## config.mk

```make
export PLATFORM = sky130hd
export DESIGN_NAME = program_loader
export DESIGN_NICKNAME = d
export VERILOG_FILES = /design/src/rtl/mips_isa_pkg.sv /design/src/rtl/instr_encoder.sv /design/src/rtl/program_loader.sv
export SDC_FILE = /design/constraint.sdc
export NUM_CORES = 1
export LEC_CHECK = 0
export ABC_AREA = 1
export BUFFER_PORTS_ARGS = -buffer_cell sky130_fd_sc_hd__buf_4
export CELL_PAD_IN_SITES_DETAIL_PLACEMENT = 0
export CELL_PAD_IN_SITES_GLOBAL_PLACEMENT = 2
export CORE_MARGIN = 4
export CORE_UTILIZATION = 24
export DETAILED_ROUTE_END_ITERATION = 7
export PLACE_DENSITY = 0.84
export SLEW_MARGIN = 30
export SYNTH_ARGS = -nofsm -noshare
export SYNTH_HDL_FRONTEND = slang
export SYNTH_HIERARCHICAL = 1
export SYNTH_SLANG_ARGS = --single-unit
export TNS_END_PERCENT = 1
```

## constraint.sdc

```tcl
create_clock -name clk -period 1.65 [get_ports clk]
set_clock_uncertainty 0.05 [all_clocks]
set_input_delay 0.165 -clock clk [delete_from_list [all_inputs] [get_ports clk]]
set_output_delay 0.165 -clock clk [all_outputs]
set_load 0.01 [all_outputs]
```

## src/rtl/mips_isa_pkg.sv

```systemverilog
// mips_isa_pkg: mnemonic codes, MIPS opcode/funct constants, encoding helpers
// and the loader state type. The LI2 state exists only when PSEUDO_LI_EN is
// defined; otherwise LI is just another illegal mnemonic.
package mips_isa_pkg;

   // Mnemonic codes carried on req_op; 19..31 are undefined.
   typedef enum logic [4:0] {
      OP_ADDU  = 5'd0,
      OP_SUBU  = 5'd1,
      OP_AND   = 5'd2,
      OP_OR    = 5'd3,
      OP_SLTU  = 5'd4,
      OP_MULTU = 5'd5,
      OP_MFLO  = 5'd6,
      OP_MFHI  = 5'd7,
      OP_JR    = 5'd8,
      OP_LW    = 5'd9,
      OP_SW    = 5'd10,
      OP_BEQ   = 5'd11,
      OP_BNE   = 5'd12,
      OP_ADDIU = 5'd13,
      OP_ORI   = 5'd14,
      OP_LUI   = 5'd15,
      OP_J     = 5'd16,
      OP_JAL   = 5'd17,
      OP_LI    = 5'd18
   } mnemonic_e;

   // Primary opcodes.
   localparam logic [5:0] OPC_SPECIAL = 6'b000000;
   localparam logic [5:0] OPC_J       = 6'b000010;
   localparam logic [5:0] OPC_JAL     = 6'b000011;
   localparam logic [5:0] OPC_BEQ     = 6'b000100;
   localparam logic [5:0] OPC_BNE     = 6'b000101;
   localparam logic [5:0] OPC_ADDIU   = 6'b001001;
   localparam logic [5:0] OPC_ORI     = 6'b001101;
   localparam logic [5:0] OPC_LUI     = 6'b001111;
   localparam logic [5:0] OPC_LW      = 6'b100011;
   localparam logic [5:0] OPC_SW      = 6'b101011;

   // SPECIAL funct codes.
   localparam logic [5:0] FN_JR    = 6'b001000;
   localparam logic [5:0] FN_MFHI  = 6'b010000;
   localparam logic [5:0] FN_MFLO  = 6'b010010;
   localparam logic [5:0] FN_MULTU = 6'b011001;
   localparam logic [5:0] FN_ADDU  = 6'b100001;
   localparam logic [5:0] FN_SUBU  = 6'b100011;
   localparam logic [5:0] FN_AND   = 6'b100100;
   localparam logic [5:0] FN_OR    = 6'b100101;
   localparam logic [5:0] FN_SLTU  = 6'b101011;

   localparam logic [4:0] REG_ZERO = 5'd0;

   // R-type word: {SPECIAL, rs, rt, rd, shamt=0, funct}.
   function automatic logic [31:0] enc_r(input logic [4:0] rs, input logic [4:0] rt,
                                         input logic [4:0] rd, input logic [5:0] fn);
      return {OPC_SPECIAL, rs, rt, rd, 5'd0, fn};
   endfunction

   // I-type word: {op, rs, rt, imm16}.
   function automatic logic [31:0] enc_i(input logic [5:0] opc, input logic [4:0] rs,
                                         input logic [4:0] rt, input logic [15:0] imm16);
      return {opc, rs, rt, imm16};
   endfunction

`ifdef PSEUDO_LI_EN
   // ISSUE accepts requests; LI2 emits the second (ORI) half of a split LI.
   typedef enum logic {
      ST_ISSUE = 1'b0,
      ST_LI2   = 1'b1
   } state_e;
`else
   typedef enum logic {
      ST_ISSUE = 1'b0
   } state_e;
`endif

endpackage

```

## src/rtl/instr_encoder.sv

```systemverilog
// instr_encoder: purely combinational mapping of a mnemonic and its fields to
// one 32-bit MIPS word. LI is not a single machine instruction, so it (and
// every undefined code) reports legal=0 and is handled by the loader.
module instr_encoder
   import mips_isa_pkg::*;
(
   input  logic [4:0]  op,
   input  logic [4:0]  rs,
   input  logic [4:0]  rt,
   input  logic [4:0]  rd,
   input  logic [25:0] imm26,
   output logic [31:0] word,
   output logic        legal
);

   logic [15:0] imm16;
   assign imm16 = imm26[15:0];

   // Select the encoding for the requested mnemonic; defaults cover illegal codes.
   always_comb begin
      word  = 32'd0;
      legal = 1'b1;
      case (op)
         OP_ADDU:  word = enc_r(rs, rt, rd, FN_ADDU);
         OP_SUBU:  word = enc_r(rs, rt, rd, FN_SUBU);
         OP_AND:   word = enc_r(rs, rt, rd, FN_AND);
         OP_OR:    word = enc_r(rs, rt, rd, FN_OR);
         OP_SLTU:  word = enc_r(rs, rt, rd, FN_SLTU);
         OP_MULTU: word = enc_r(rs, rt, REG_ZERO, FN_MULTU);
         OP_MFLO:  word = enc_r(REG_ZERO, REG_ZERO, rd, FN_MFLO);
         OP_MFHI:  word = enc_r(REG_ZERO, REG_ZERO, rd, FN_MFHI);
         OP_JR:    word = enc_r(rs, REG_ZERO, REG_ZERO, FN_JR);
         OP_LW:    word = enc_i(OPC_LW, rs, rt, imm16);
         OP_SW:    word = enc_i(OPC_SW, rs, rt, imm16);
         OP_BEQ:   word = enc_i(OPC_BEQ, rs, rt, imm16);
         OP_BNE:   word = enc_i(OPC_BNE, rs, rt, imm16);
         OP_ADDIU: word = enc_i(OPC_ADDIU, rs, rt, imm16);
         OP_ORI:   word = enc_i(OPC_ORI, rs, rt, imm16);
         OP_LUI:   word = enc_i(OPC_LUI, REG_ZERO, rt, imm16);
         OP_J:     word = {OPC_J, imm26};
         OP_JAL:   word = {OPC_JAL, imm26};
         default:  legal = 1'b0;
      endcase
   end

endmodule

```

## src/rtl/program_loader.sv

```systemverilog
// program_loader: accepts encode requests and writes the encoded words
// sequentially into instruction memory, one cycle after acceptance.
// Optional feature macro: PSEUDO_LI_EN (expands LI into LUI/ORI; when
// undefined LI is rejected as an illegal op and there is no LI2 state).
//
// Handshake: a request transfers on a rising edge where req_valid and
// req_ready are both high and clear is low; req_ready depends only on the
// current state and fill level, never on req_valid.
module program_loader
   import mips_isa_pkg::*;
#(
   parameter int DEPTH_LOG2 = 6
) (
   input  logic                  clk,
   input  logic                  reset,
   input  logic                  clear,
   input  logic                  req_valid,
   output logic                  req_ready,
   input  logic [4:0]            req_op,
   input  logic [4:0]            req_rs,
   input  logic [4:0]            req_rt,
   input  logic [4:0]            req_rd,
   input  logic [31:0]           req_imm,
   output logic                  imem_we,
   output logic [31:0]           imem_addr,
   output logic [31:0]           imem_wdata,
   output logic [DEPTH_LOG2:0]   word_count,
   output logic                  full,
   output logic                  err_illegal,
   output logic                  err_overflow,
   output logic                  fsm_state
);

   localparam int CW = DEPTH_LOG2 + 1;
   localparam logic [CW-1:0] DEPTH     = CW'(2 ** DEPTH_LOG2);
   localparam logic [CW-1:0] LAST_SLOT = CW'(2 ** DEPTH_LOG2 - 1);

   state_e        state_q, state_d;
   logic [CW-1:0] ptr_q;
   logic [31:0]   enc_word;
   logic          enc_legal;
   logic          wr_en;
   logic [31:0]   wr_word;
   logic          set_illegal;
   logic          set_overflow;
   logic          one_free;

   instr_encoder u_enc (
      .op    (req_op),
      .rs    (req_rs),
      .rt    (req_rt),
      .rd    (req_rd),
      .imm26 (req_imm[25:0]),
      .word  (enc_word),
      .legal (enc_legal)
   );

   assign full       = (ptr_q == DEPTH);
   assign one_free   = (ptr_q == LAST_SLOT);
   assign word_count = ptr_q;
   assign fsm_state  = state_q;

`ifdef PSEUDO_LI_EN
   logic        li_load;
   logic [31:0] pending_q;
   logic        is_li;
   logic        li_split;

   assign is_li    = (req_op == OP_LI);
   assign li_split = (req_imm[31:16] != 16'd0);
`else
   logic unused_imm;
   assign unused_imm = ^req_imm[31:26];
`endif

   // Next-state and write-control decode; clear overrides everything.
   always_comb begin
      state_d      = state_q;
      req_ready    = 1'b0;
      wr_en        = 1'b0;
      wr_word      = enc_word;
      set_illegal  = 1'b0;
      set_overflow = 1'b0;
`ifdef PSEUDO_LI_EN
      li_load      = 1'b0;
`endif
      case (state_q)
         ST_ISSUE: begin
            req_ready = !full;
            if (req_valid && !full && !clear) begin
`ifdef PSEUDO_LI_EN
               if (is_li) begin
                  wr_en = 1'b1;
                  if (li_split) begin
                     wr_word = enc_i(OPC_LUI, REG_ZERO, req_rt, req_imm[31:16]);
                     if (one_free) begin
                        set_overflow = 1'b1;
                     end else begin
                        li_load = 1'b1;
                        state_d = ST_LI2;
                     end
                  end else begin
                     wr_word = enc_i(OPC_ORI, REG_ZERO, req_rt, req_imm[15:0]);
                  end
               end else
`endif
               if (enc_legal) begin
                  wr_en = 1'b1;
               end else begin
                  set_illegal = 1'b1;
               end
            end
         end
`ifdef PSEUDO_LI_EN
         ST_LI2: begin
            wr_en   = 1'b1;
            wr_word = pending_q;
            state_d = ST_ISSUE;
         end
`endif
         default: state_d = ST_ISSUE;
      endcase
      if (clear) begin
         state_d = ST_ISSUE;
      end
   end

   // State register.
   always_ff @(posedge clk or negedge reset) begin
      if (!reset) begin
         state_q <= ST_ISSUE;
      end else begin
         state_q <= state_d;
      end
   end

   // Write port, pointer and sticky error flags.
   always_ff @(posedge clk or negedge reset) begin
      if (!reset) begin
         ptr_q        <= '0;
         imem_we      <= 1'b0;
         imem_addr    <= 32'd0;
         imem_wdata   <= 32'd0;
         err_illegal  <= 1'b0;
         err_overflow <= 1'b0;
      end else if (clear) begin
         ptr_q        <= '0;
         imem_we      <= 1'b0;
         err_illegal  <= 1'b0;
         err_overflow <= 1'b0;
      end else begin
         imem_we <= wr_en;
         if (wr_en) begin
            imem_wdata <= wr_word;
            imem_addr  <= 32'({ptr_q, 2'b00});
            ptr_q      <= ptr_q + CW'(1);
         end
         if (set_illegal) begin
            err_illegal <= 1'b1;
         end
         if (set_overflow) begin
            err_overflow <= 1'b1;
         end
      end
   end

`ifdef PSEUDO_LI_EN
   // Second half of a split LI: ORI rt,rt,imm[15:0], captured at acceptance.
   always_ff @(posedge clk or negedge reset) begin
      if (!reset) begin
         pending_q <= 32'd0;
      end else if (li_load) begin
         pending_q <= enc_i(OPC_ORI, req_rt, req_rt, req_imm[15:0]);
      end
   end
`endif

endmodule

```

Yosys cells after proc, flatten, opt, wreduce, memory -nomap -nowiden
Cells that the tools add are included.

Bits in registers: 48. Input port bits: 56. Output and inout port bits: 77. Logic and storage cells: 45.

Add/sub/neg operators: 1. Equality and inequality tests: 18. Muxes and demuxes: 11. Bitwise logic cells: 1. Reductions and logical operators: 9.

Operator list (number): case mux 32 bit (18 select lines) (1); equality test 5 x 4 -> 1 bit, second input constant (8); equality test 5 x 3 -> 1 bit, second input constant (4); OR reduction 18 bit (1); 2-to-1 mux 7 bit (2); equality test 5 x 2 -> 1 bit, second input constant (2); equality test 5 bit, second input constant (2); 2-to-1 mux 1 bit (8); adder 7 x 1 -> 7 bit, second input constant (1); equality test 7 bit, second input constant (1); equality test 5 x 1 -> 1 bit, second input constant (1); zero test 5 bit (1); nonzero test 2 bit (2); logical AND 1 bit (2); zero test 1 bit (2); AND reduction 2 bit (1); inverter 1 bit (1).

Logic depth before layout (Yosys ltp)
Word-level depth: 7. Mapped depth: 11. Mapped depth without buffers: 10.

By module
Netlist, hierarchy kept.

By module, submodules not included: program_loader (instances 1, cells each 260, area each 2209.6 µm²); instr_encoder (instances 1, cells each 131, area each 641.9 µm²).

Least setup slack after synthesis
No wires, ideal clock.

Path type: reg-to-reg. Start point: register ptr_q[0] (netlist: word_count[0]). End point: register imem_addr[5]. Library setup time: 0.117 ns. Data arrival time: 1.448 ns. Setup slack: 0.035 ns. Cell stages (with the launch flop): 12. Buffers on the path: 2. Clock period less this slack: 1.615 ns. Path through: dfrtp_1 inv_1 ha_1 nand2_1 inv_1 nand3_2 nand4_4 inv_2 buf_6 buf_6 nand2_1 nand2_1.

Word-level cells in the longest chain between the ends: 6.

RTL lines: start, declared (line program_loader.sv:39) `logic [CW-1:0] ptr_q;`; start signal, assigned (line program_loader.sv:156) `ptr_q <= ptr_q + CW'(1);`; equality test 7 bit (line program_loader.sv:58) `assign full = (ptr_q == DEPTH);`; zero test 1 bit; net req_ready (line program_loader.sv:18) `output logic req_ready,`; logical AND 1 bit (2 in series) (line program_loader.sv:90) `if (req_valid && !full && !clear) begin`; 2-to-1 mux 1 bit (line program_loader.sv:90); AND reduction 2 bit (no line); end signal, assigned (line program_loader.sv:155) `imem_addr <= 32'({ptr_q, 2'b00});`; end, declared (line program_loader.sv:25) `output logic [31:0] imem_addr,`.

The timed path passes the listed nets, and every way through them passes these cells. A chain may end at the register's enable or synchronous reset.

Worst setup path in the final report
Start point: register ptr_q[0] (netlist: word_count[0]). End point: output port full.

Word-level cells in the longest chain between the ends: 1.

RTL lines: equality test 7 bit (line program_loader.sv:58); end, declared (line program_loader.sv:28) `output logic full,`.

No other way between the ends.

==> flow_metrics.tcl <==
set metrics [dict create \
    synth_edf_count 0 \
    slew_headroom_pct 57.1 \
    cpMostUsedCell "inv_1" \
    status "finished clean" \
    clockBufferDepth 2 \
    start_util_pct 24.8 \
    drt_wl_total_mm 8.51 \
    worstPathArrival_ns 1.34 \
    endpoint "full" \
    worst-path-buf-inv 4 \
    path_clk_slew_ns 0.07 \
    area.sequential_sq_mm 0.00120 \
    vias 2693 \
    finalPower_mw 3.11 \
    cts_tree "built" \
    crit_path_max_fanout 5 \
    diodes 0 \
    max_freq_mhz 645 \
    finalHoldViolCount 0 \
    via_per_inst 4.19 \
    hp-class "input port to register" \
    fin_crit_sh_pct 94.0 \
    slew_violations 0 \
    fp.dieH_um 117 \
    fill_cells 1266 \
    startpoint "word_count[0]" \
    cpPeakStageDelay_ns 0.39 \
    final_common_cell "nand2_1" \
    min_period_ns 1.55 \
    numCtsBuffers 5 \
    synth.distinct_cells 32 \
    die_x_um 117 \
    wire_per_inst_um 13.2 \
    vdd_drop_max_uv 338 \
    synth-seq-area-share_pct 42.1 \
    ys_seq_elements 48 \
    final_cell_mix "nand2_1, buf_4, dfrtp_1" \
    syn_area_sq_mm 0.00285 \
    critPathKind "register to output port" \
    hold_ws_ns 0.111 \
    antenna_found_initial 0 \
    syn_inst 391 \
    setup_viol 0 \
    crit_slowest_cell "dfrtp_1" \
    overflow 0 \
    power.density_mw_per_mm2 802 \
    clk_latency_ns 0.29 \
    grt_pass1_vias 2564 \
    gp_congestion 0.890 \
    drc 0 \
    post-dp-hpwl_mm 6.57 \
    synth_flop_cell "dfrtp_1" \
    core_sq_mm 0.0115 \
    grt.total_usage_pct 12.2 \
    critPathLaunchType "register" \
    drive_above_1_share_pct 28.9 \
    async_flop_share_pct 100 \
    fp-row-count 39 \
    synth_warnings 6 \
    reg2reg_depth 10 \
    max-cap-violations 0 \
    r2r_start "word_count[0]" \
    port_buffers 99 \
    syn_to_final_growth_pct 35.8 \
    ant_nets 0 \
    drt-pass1-iter-count 5 \
    pin_count 133 \
    path_delay_family "flip-flops" \
    avgSynthCellArea_sq_um 7.29 \
    root_buffer "clkbuf_16" \
    grt_max_degree 49 \
    rrSetupSlack_ns 0.15 \
    path_cells "inv_2 -> ha_1 -> nand2_1 -> inv_1 -> nand3_4 -> inv_1 -> buf_4" \
    cts_setup_buffers 0 \
    critPathRequiredTime_ns 1.43 \
    r2r-end "imem_wdata[21]" \
    ctsHtreeMaxLevel 2 \
    crit_cells 7 \
    end_kind "output port" \
    cts_sinks 48 \
    final_nets 556 \
    die_area_sq_mm 0.0137 \
    grt_pass1_wl_mm 13.0 \
    drt-initial-drc-count 120 \
    multi_input_area_sq_mm 0.00135 \
    power_leakage_nw 2.25 \
    worstMarginPinSlew_ns 0.644 \
]
-- synthesized netlist by cell type (all sizes together) (2+ instances only) --
cell,count,area share [%]
nand2,173,23
dfrtp,48,42
buf,41,11
inv,29,3.8
nor2,29,4.3
nand3,20,4.4
o21ai,20,3.5
a21oi,6,1.2
and3,5,1.1
nand4,4,1.4
xor2,3,0.92
conb,2,0.26
ha,2,0.88
-- state kept, by name (all words and copies together), names as in the netlist --
name	flops
word_count	7
imem_we	1
err_illegal	1
imem_wdata	32
imem_addr	7
-- worst min path at each step --
stage | startpoint | endpoint | cells past startpoint
3_5_place_dp | reset | word_count[5] | 1
3_3_place_gp | reset | imem_addr[7] | 1
6_report | clear | word_count[5] | 4
5_1_grt | clear | word_count[6] | 4
2_1_floorplan | reset | err_illegal | 0
4_1_cts | clear | word_count[5] | 4
-- power by group --
part           switching, mW  internal (mW)  leakage (nW)
clock                  0.442          0.599        0.0766
sequential            0.0678           1.29         0.649
combinational          0.383          0.327          1.52
-- routing by layer --
metal | GRT usage [%] | part of all wire, %
met1 | 15.9 | 45
met2 | 21.5 | 48
met3 | 2.06 | 6.2
met4 | 2.29 | 0.55
met5 | 0 | 0
-- cell type report --
class                   count  share of cell area, %
clock buffers               6                   3.59
multi-input cells         299                   34.7
well taps                 143                   4.62
inverters                  29                   2.81
repair buffers            115                   23.0
clock inverters             2                  0.258
flip-flops and latches     48                   31.0
-- per-stage QoR --
stage	TNS, ns	std cells	setup WS (ns)	cell area, sq um	utilization, %
CTS	0	642	0.0255	3870	33.6
detailed placement	0	633	0.0901	3710	32.2
floorplan	0	417	0.0351	2950	-
global placement	0	633	0.115	3710	32.2
global route	-0.00236	642	-0.00236	3870	33.6
finish	0	642	0.0996	3870	33.6
-- cells by family after synthesis --
logic type      share of synthesized area (%)
simple gates                             34.8
buf+inv                                  14.6
flops                                    42.1
compound gates                           6.14
xor+xnor                                0.922
fa+ha+maj                               0.877
other cells                             0.263
mux                                     0.351
-- worst register-to-register path: stages (launching register included) --
cell     delay [ns]
dfrtp_1        0.39
inv_2          0.08
ha_1           0.14
nand2_1        0.04
inv_1          0.09
nand3_4        0.11
nand4_4        0.11
inv_2          0.06
buf_4          0.19
nand2_1        0.08
nand2_1        0.04
-- what timing repair did --
action	CTS	global route
resized for setup	0	3
hold endpoints to repair	48	0
hold buffers	1	0
endpoints found under the setup margin	0	33
No activity file was read; power rests on OpenSTA's default activity.
